`src/rtl/s_seq_pkg.sv`:
```
// Shared definitions for the 1011 frame generator: FSM encoding, pattern, counter width.
package s_seq_pkg;

  typedef enum logic [1:0] {
    ST_IDLE  = 2'b00,
    ST_SHIFT = 2'b01,
    ST_DONE  = 2'b10
  } state_t;

  localparam logic [3:0] PATTERN = 4'b1011;
  localparam int         CNT_W   = 8;

endpackage

```
`src/rtl/s_1011mon.sv`:
```
// Overlapping 1011 detector on a serial bit stream; hit flags the cycle carrying the final 1.
module s_1011mon
  import s_seq_pkg::*;
(
  input  logic clk,
  input  logic clr,
  input  logic en,
  input  logic clr_sync,
  input  logic x,
  output logic hit
);

  // Last three accepted bits; zero history can never alias the leading 1 of the pattern.
  logic [2:0] hist_q, hist_d;

  always_comb begin
    hist_d = hist_q;
    if (clr_sync) hist_d = '0;
    else if (en)  hist_d = {hist_q[1:0], x};
  end

  always_ff @(posedge clk or negedge clr) begin
    if (!clr) hist_q <= '0;
    else      hist_q <= hist_d;
  end

  assign hit = en && !clr_sync && ({hist_q, x} == PATTERN);

endmodule

```
`src/rtl/s_1011gen.sv`:
```
// Serial frame generator, MSB first, with registered x/valid/busy/done.
// Optional match counter enabled by macro S_1011GEN_CNT_EN.
module s_1011gen
  import s_seq_pkg::*;
#(
  parameter int WIDTH = 16
) (
  input  logic             clk,
  input  logic             clr,
  input  logic             start,
  input  logic [WIDTH-1:0] data,
  output logic             x,
  output logic             valid,
  output logic             busy,
  output logic             done
`ifdef S_1011GEN_CNT_EN
  ,
  output logic [CNT_W-1:0] match_cnt
`endif
);

  localparam int BW = $clog2(WIDTH);

  state_t           state_q, state_d;
  logic [WIDTH-1:0] sr_q, sr_d;
  logic [BW-1:0]    bcnt_q, bcnt_d;
  logic             x_q, x_d;
  logic             valid_q, valid_d;
  logic             done_q, done_d;
  logic             accept;

  always_comb begin
    state_d = state_q;
    sr_d    = sr_q;
    bcnt_d  = bcnt_q;
    x_d     = 1'b0;
    valid_d = 1'b0;
    done_d  = 1'b0;
    accept  = 1'b0;
    case (state_q)
      ST_IDLE: begin
        if (start) begin
          accept  = 1'b1;
          state_d = ST_SHIFT;
          sr_d    = data;
          bcnt_d  = BW'(WIDTH - 1);
          x_d     = data[WIDTH-1];
          valid_d = 1'b1;
        end
      end
      ST_SHIFT: begin
        sr_d = sr_q << 1;
        // Terminal count: the last bit is on x this cycle.
        if (bcnt_q == '0) begin
          state_d = ST_DONE;
          done_d  = 1'b1;
        end else begin
          bcnt_d  = bcnt_q - BW'(1);
          x_d     = sr_q[WIDTH-2];
          valid_d = 1'b1;
        end
      end
      ST_DONE:  state_d = ST_IDLE;
      default:  state_d = ST_IDLE;
    endcase
  end

  always_ff @(posedge clk or negedge clr) begin
    if (!clr) begin
      state_q <= ST_IDLE;
      sr_q    <= '0;
      bcnt_q  <= '0;
      x_q     <= 1'b0;
      valid_q <= 1'b0;
      done_q  <= 1'b0;
    end else begin
      state_q <= state_d;
      sr_q    <= sr_d;
      bcnt_q  <= bcnt_d;
      x_q     <= x_d;
      valid_q <= valid_d;
      done_q  <= done_d;
    end
  end

  assign x     = x_q;
  assign valid = valid_q;
  assign busy  = valid_q;
  assign done  = done_q;

`ifdef S_1011GEN_CNT_EN
  logic             hit;
  logic [CNT_W-1:0] mcnt_q, mcnt_d;

  s_1011mon u_mon (
    .clk      (clk),
    .clr      (clr),
    .en       (valid_q),
    .clr_sync (accept),
    .x        (x_q),
    .hit      (hit)
  );

  always_comb begin
    mcnt_d = mcnt_q;
    if (accept)                  mcnt_d = '0;
    else if (hit && mcnt_q != '1) mcnt_d = mcnt_q + CNT_W'(1);
  end

  always_ff @(posedge clk or negedge clr) begin
    if (!clr) mcnt_q <= '0;
    else      mcnt_q <= mcnt_d;
  end

  assign match_cnt = mcnt_q;
`endif

endmodule

```
`config.mk`:
```
export PLATFORM = sky130hd
export DESIGN_NAME = s_1011gen
export DESIGN_NICKNAME = d
export VERILOG_FILES = /design/src/rtl/s_seq_pkg.sv /design/src/rtl/s_1011mon.sv /design/src/rtl/s_1011gen.sv
export SDC_FILE = /design/constraint.sdc
export NUM_CORES = 1
export LEC_CHECK = 0
export CORE_UTILIZATION = 53
export CTS_BUF_LIST = sky130_fd_sc_hd__clkbuf_2 sky130_fd_sc_hd__clkbuf_4 sky130_fd_sc_hd__clkbuf_8
export DETAILED_ROUTE_END_ITERATION = 8
export PLACE_DENSITY = 0.81
export SETUP_SLACK_MARGIN = 0.02
export SYNTH_ARGS = -nofsm -noshare
export SYNTH_HDL_FRONTEND = slang
export SYNTH_SLANG_ARGS = --single-unit
export TNS_END_PERCENT = 10
```
`constraint.sdc`:
```
create_clock -name clk -period 1.55 [get_ports clk]
set_input_delay 0.155 -clock clk [delete_from_list [all_inputs] [get_ports clk]]
set_output_delay 0.155 -clock clk [all_outputs]
set_load 0.005 [all_outputs]
```
==> results.yml <==
outcome:
  status: "finished clean"
global_route:
  overflow: 0
  grt_max_degree: 25
  grt_use_total_pct: 21.2
  grt_pass1_vias: 873
  grt_pass1_wl_mm: 3.96
  antenna_found_initial: 0
power_and_ir_drop:
  leakagePower_uw: 0.000609
  ir_drop_mv: 0.930
  p_total_uw: 2320
  p_per_area_mw_per_mm2: 1600
clock_network:
  hold_buffers: 0
  h-tree-depth: 1
  cts_num_sinks: 24
  cts_setup_buffers: 0
  path_clk_slew_ns: 0.13
  cts_resized: 0
  cts_inserted_buffers: 3
  clock_path_buffers: 2
  clockRootBuffer: "clkbuf_4"
  insertion_delay_ns: 0.31
  cts_tree: "done"
timing:
  fin_ws_ns: 0.232
  clock_skew_ns: 0.00430
  tns_ns: 0
  slew_violations: 0
  slew-limit-headroom_pct: 77.0
  finalSetupViolations: 0
  fin_crit_ns: 1.32
  tightest_slew_ns: 0.344
  hold_violations: 0
  fmax_mhz: 759
  rsz0062_at_grt: "no"
  period_share_pct: 85.0
synthesis:
  synthesis.area_mm2: 0.00119
  ys_seq_area_share_pct: 50.3
  ys_seq_elements: 24
  synth_area_per_cell_um2: 11.4
  synth_nets: 125
  ys_async_sr_fraction_pct: 100
  ys_warn_count: 0
  synth-edff-count: 0
  syn_inst: 105
  synth_ff_type: "dfrtp_1"
  synth_cell_types: 29
floorplanning:
  coreArea_mm2: 0.00204
  die_area_mm2: 0.00245
  rows: 16
  start_util_pct: 58.5
  die_y_um: 49.5
  io_pins: 23
  die_x_um: 49.5
finish:
  final_util_pct: 71.0
  drive_above_1_share_pct: 20.9
  final_common_cell: "dfrtp_1"
  layout_common_cells: "dfrtp_1, clkdlybuf4s50_1, nand2_1"
  final_nets: 150
  area_growth_pct: 21.4
  antenna_cells: 0
  fin_area_mm2: 0.00145
worst_setup_path:
  path_cells: "clkdlybuf4s50_1"
  arrival_ns: 1.16
  critPathMaxStageDelay_ns: 0.49
  r2r-end: "busy$_DFF_PN0_"
  crit_buf_inv: 1
  reg2reg_depth: 4
  rr_startpoint: "bcnt_q[0]$_DFFE_PN0P_"
  start_kind: "flop"
  critPathKind: "flop to primary output"
  critPathTopFamily: "buffers and inverters"
  endpoint_kind: "primary output"
  cp_slowest_cell: "clkdlybuf4s50_1"
  path_max_fanout: 2
  reg2reg_slack_ns: 0.25
  critical_path_required_ns: 1.39
placed_design:
  place_hpwl_mm: 1.63
  port_buffers: 22
  placed_area_mm2: 0.00141
  place_ws_ns: 0.139
  gp_congestion: 0.715
routing:
  drt_iter0_drc: 21
  routed_via_density: 5.66
  drc: 0
  wire_per_inst_um: 14.5
  ant_nets: 0
  drt_wl_total_mm: 2.26
  vias: 883
  first_pass_iters: 4
hold_path:
  holdCritPathClass: "primary input to async pin"
job:
  max_cap_viol_count: 0
-- metrics by stage --
| step | hold WS, ns | cells |
|---|---|---|
| finish | 0.185 | 156 |
| global route | 0.205 | 156 |
| CTS | 0.189 | 156 |
| detailed placement | 0.475 | 152 |
| global placement | 0.461 | 152 |
| floorplan | -0.141 | 105 |
-- metal layers --
| metal | up-vias | GRT usage [%] | wire length (µm) |
|---|---|---|---|
| met2 | 21 | 34.2 | 1090 |
| met3 | 0 | 2.78 | 87 |
| met4 | 0 | 5.71 | 0 |
| met1 | 439 | 30.1 | 1080 |
| li1 | 423 | - | - |
| met5 | - | 0 | 0 |
-- kinds of logic (layout without fill, tap and decap cells) --
logic type | Yosys count | count (layout) | share of synthesized area, %
compound gates | 36 | 36 | 25.7
simple gates | 30 | 30 | 13.2
flops | 24 | 24 | 50.3
buf+inv | 11 | 35 | 7.33
mux | 3 | 3 | 2.51
fa+ha+maj | 1 | 1 | 1.05
-- synth_stat cells (2+ instances only) --
| cell | n | share of area, % |
|---|---|---|
| nor3_1 | 3 | 1.3 |
| clkbuf_8 | 2 | 2.3 |
| nor2_1 | 2 | 0.63 |
| inv_1 | 4 | 1.3 |
| nand2_1 | 16 | 5.0 |
| mux2i_1 | 3 | 2.5 |
| nand2b_1 | 2 | 1.0 |
| dfrtp_1 | 24 | 50 |
| buf_6 | 2 | 1.9 |
| buf_4 | 2 | 1.3 |
| o21ai_0 | 5 | 2.1 |
| a22oi_1 | 14 | 8.8 |
| o21ai_2 | 9 | 6.6 |
| or2_2 | 2 | 1.0 |
-- report_power, final --
group | internal, µW | switching (µW) | total, µW
Clock | 144 | 186 | 329
Combinational | 488 | 468 | 956
Sequential | 863 | 173 | 1040
-- flip-flops by register name, summed over array words and instances, names as in the netlist --
name and count:
done 1, busy 1, sr_q 15, state_q 2, bcnt_q 4, x 1
-- layout make-up --
| cell class | count | area (µm²) |
|---|---|---|
| Multi-Input combinational cell | 70 | 507 |
| Tap cell | 27 | 33.8 |
| Clock buffer | 4 | 36.3 |
| Fill cell | 177 | 592 |
| Timing Repair Buffer | 27 | 258 |
| Sequential cell | 24 | 601 |
| Inverter | 4 | 15.0 |
-- worst max-delay path by stage --
stage                           startpoint               endpoint  slack [ns]  depth (start not counted)
floorplan            bcnt_q[0]$_DFFE_PN0P_         busy$_DFF_PN0_        0.35                          4
CTS                         busy$_DFF_PN0_                   busy        0.22                          1
detailed placement                   start    sr_q[5]$_DFFE_PN0P_        0.14                          4
global placement                     start    sr_q[3]$_DFFE_PN0P_        0.16                          4
global route        state_q[0]$_DFFE_PN0P_  bcnt_q[1]$_DFFE_PN0P_        0.16                          3
finish                      busy$_DFF_PN0_                  valid        0.23                          1
Power figures use the tool's default switching activity.
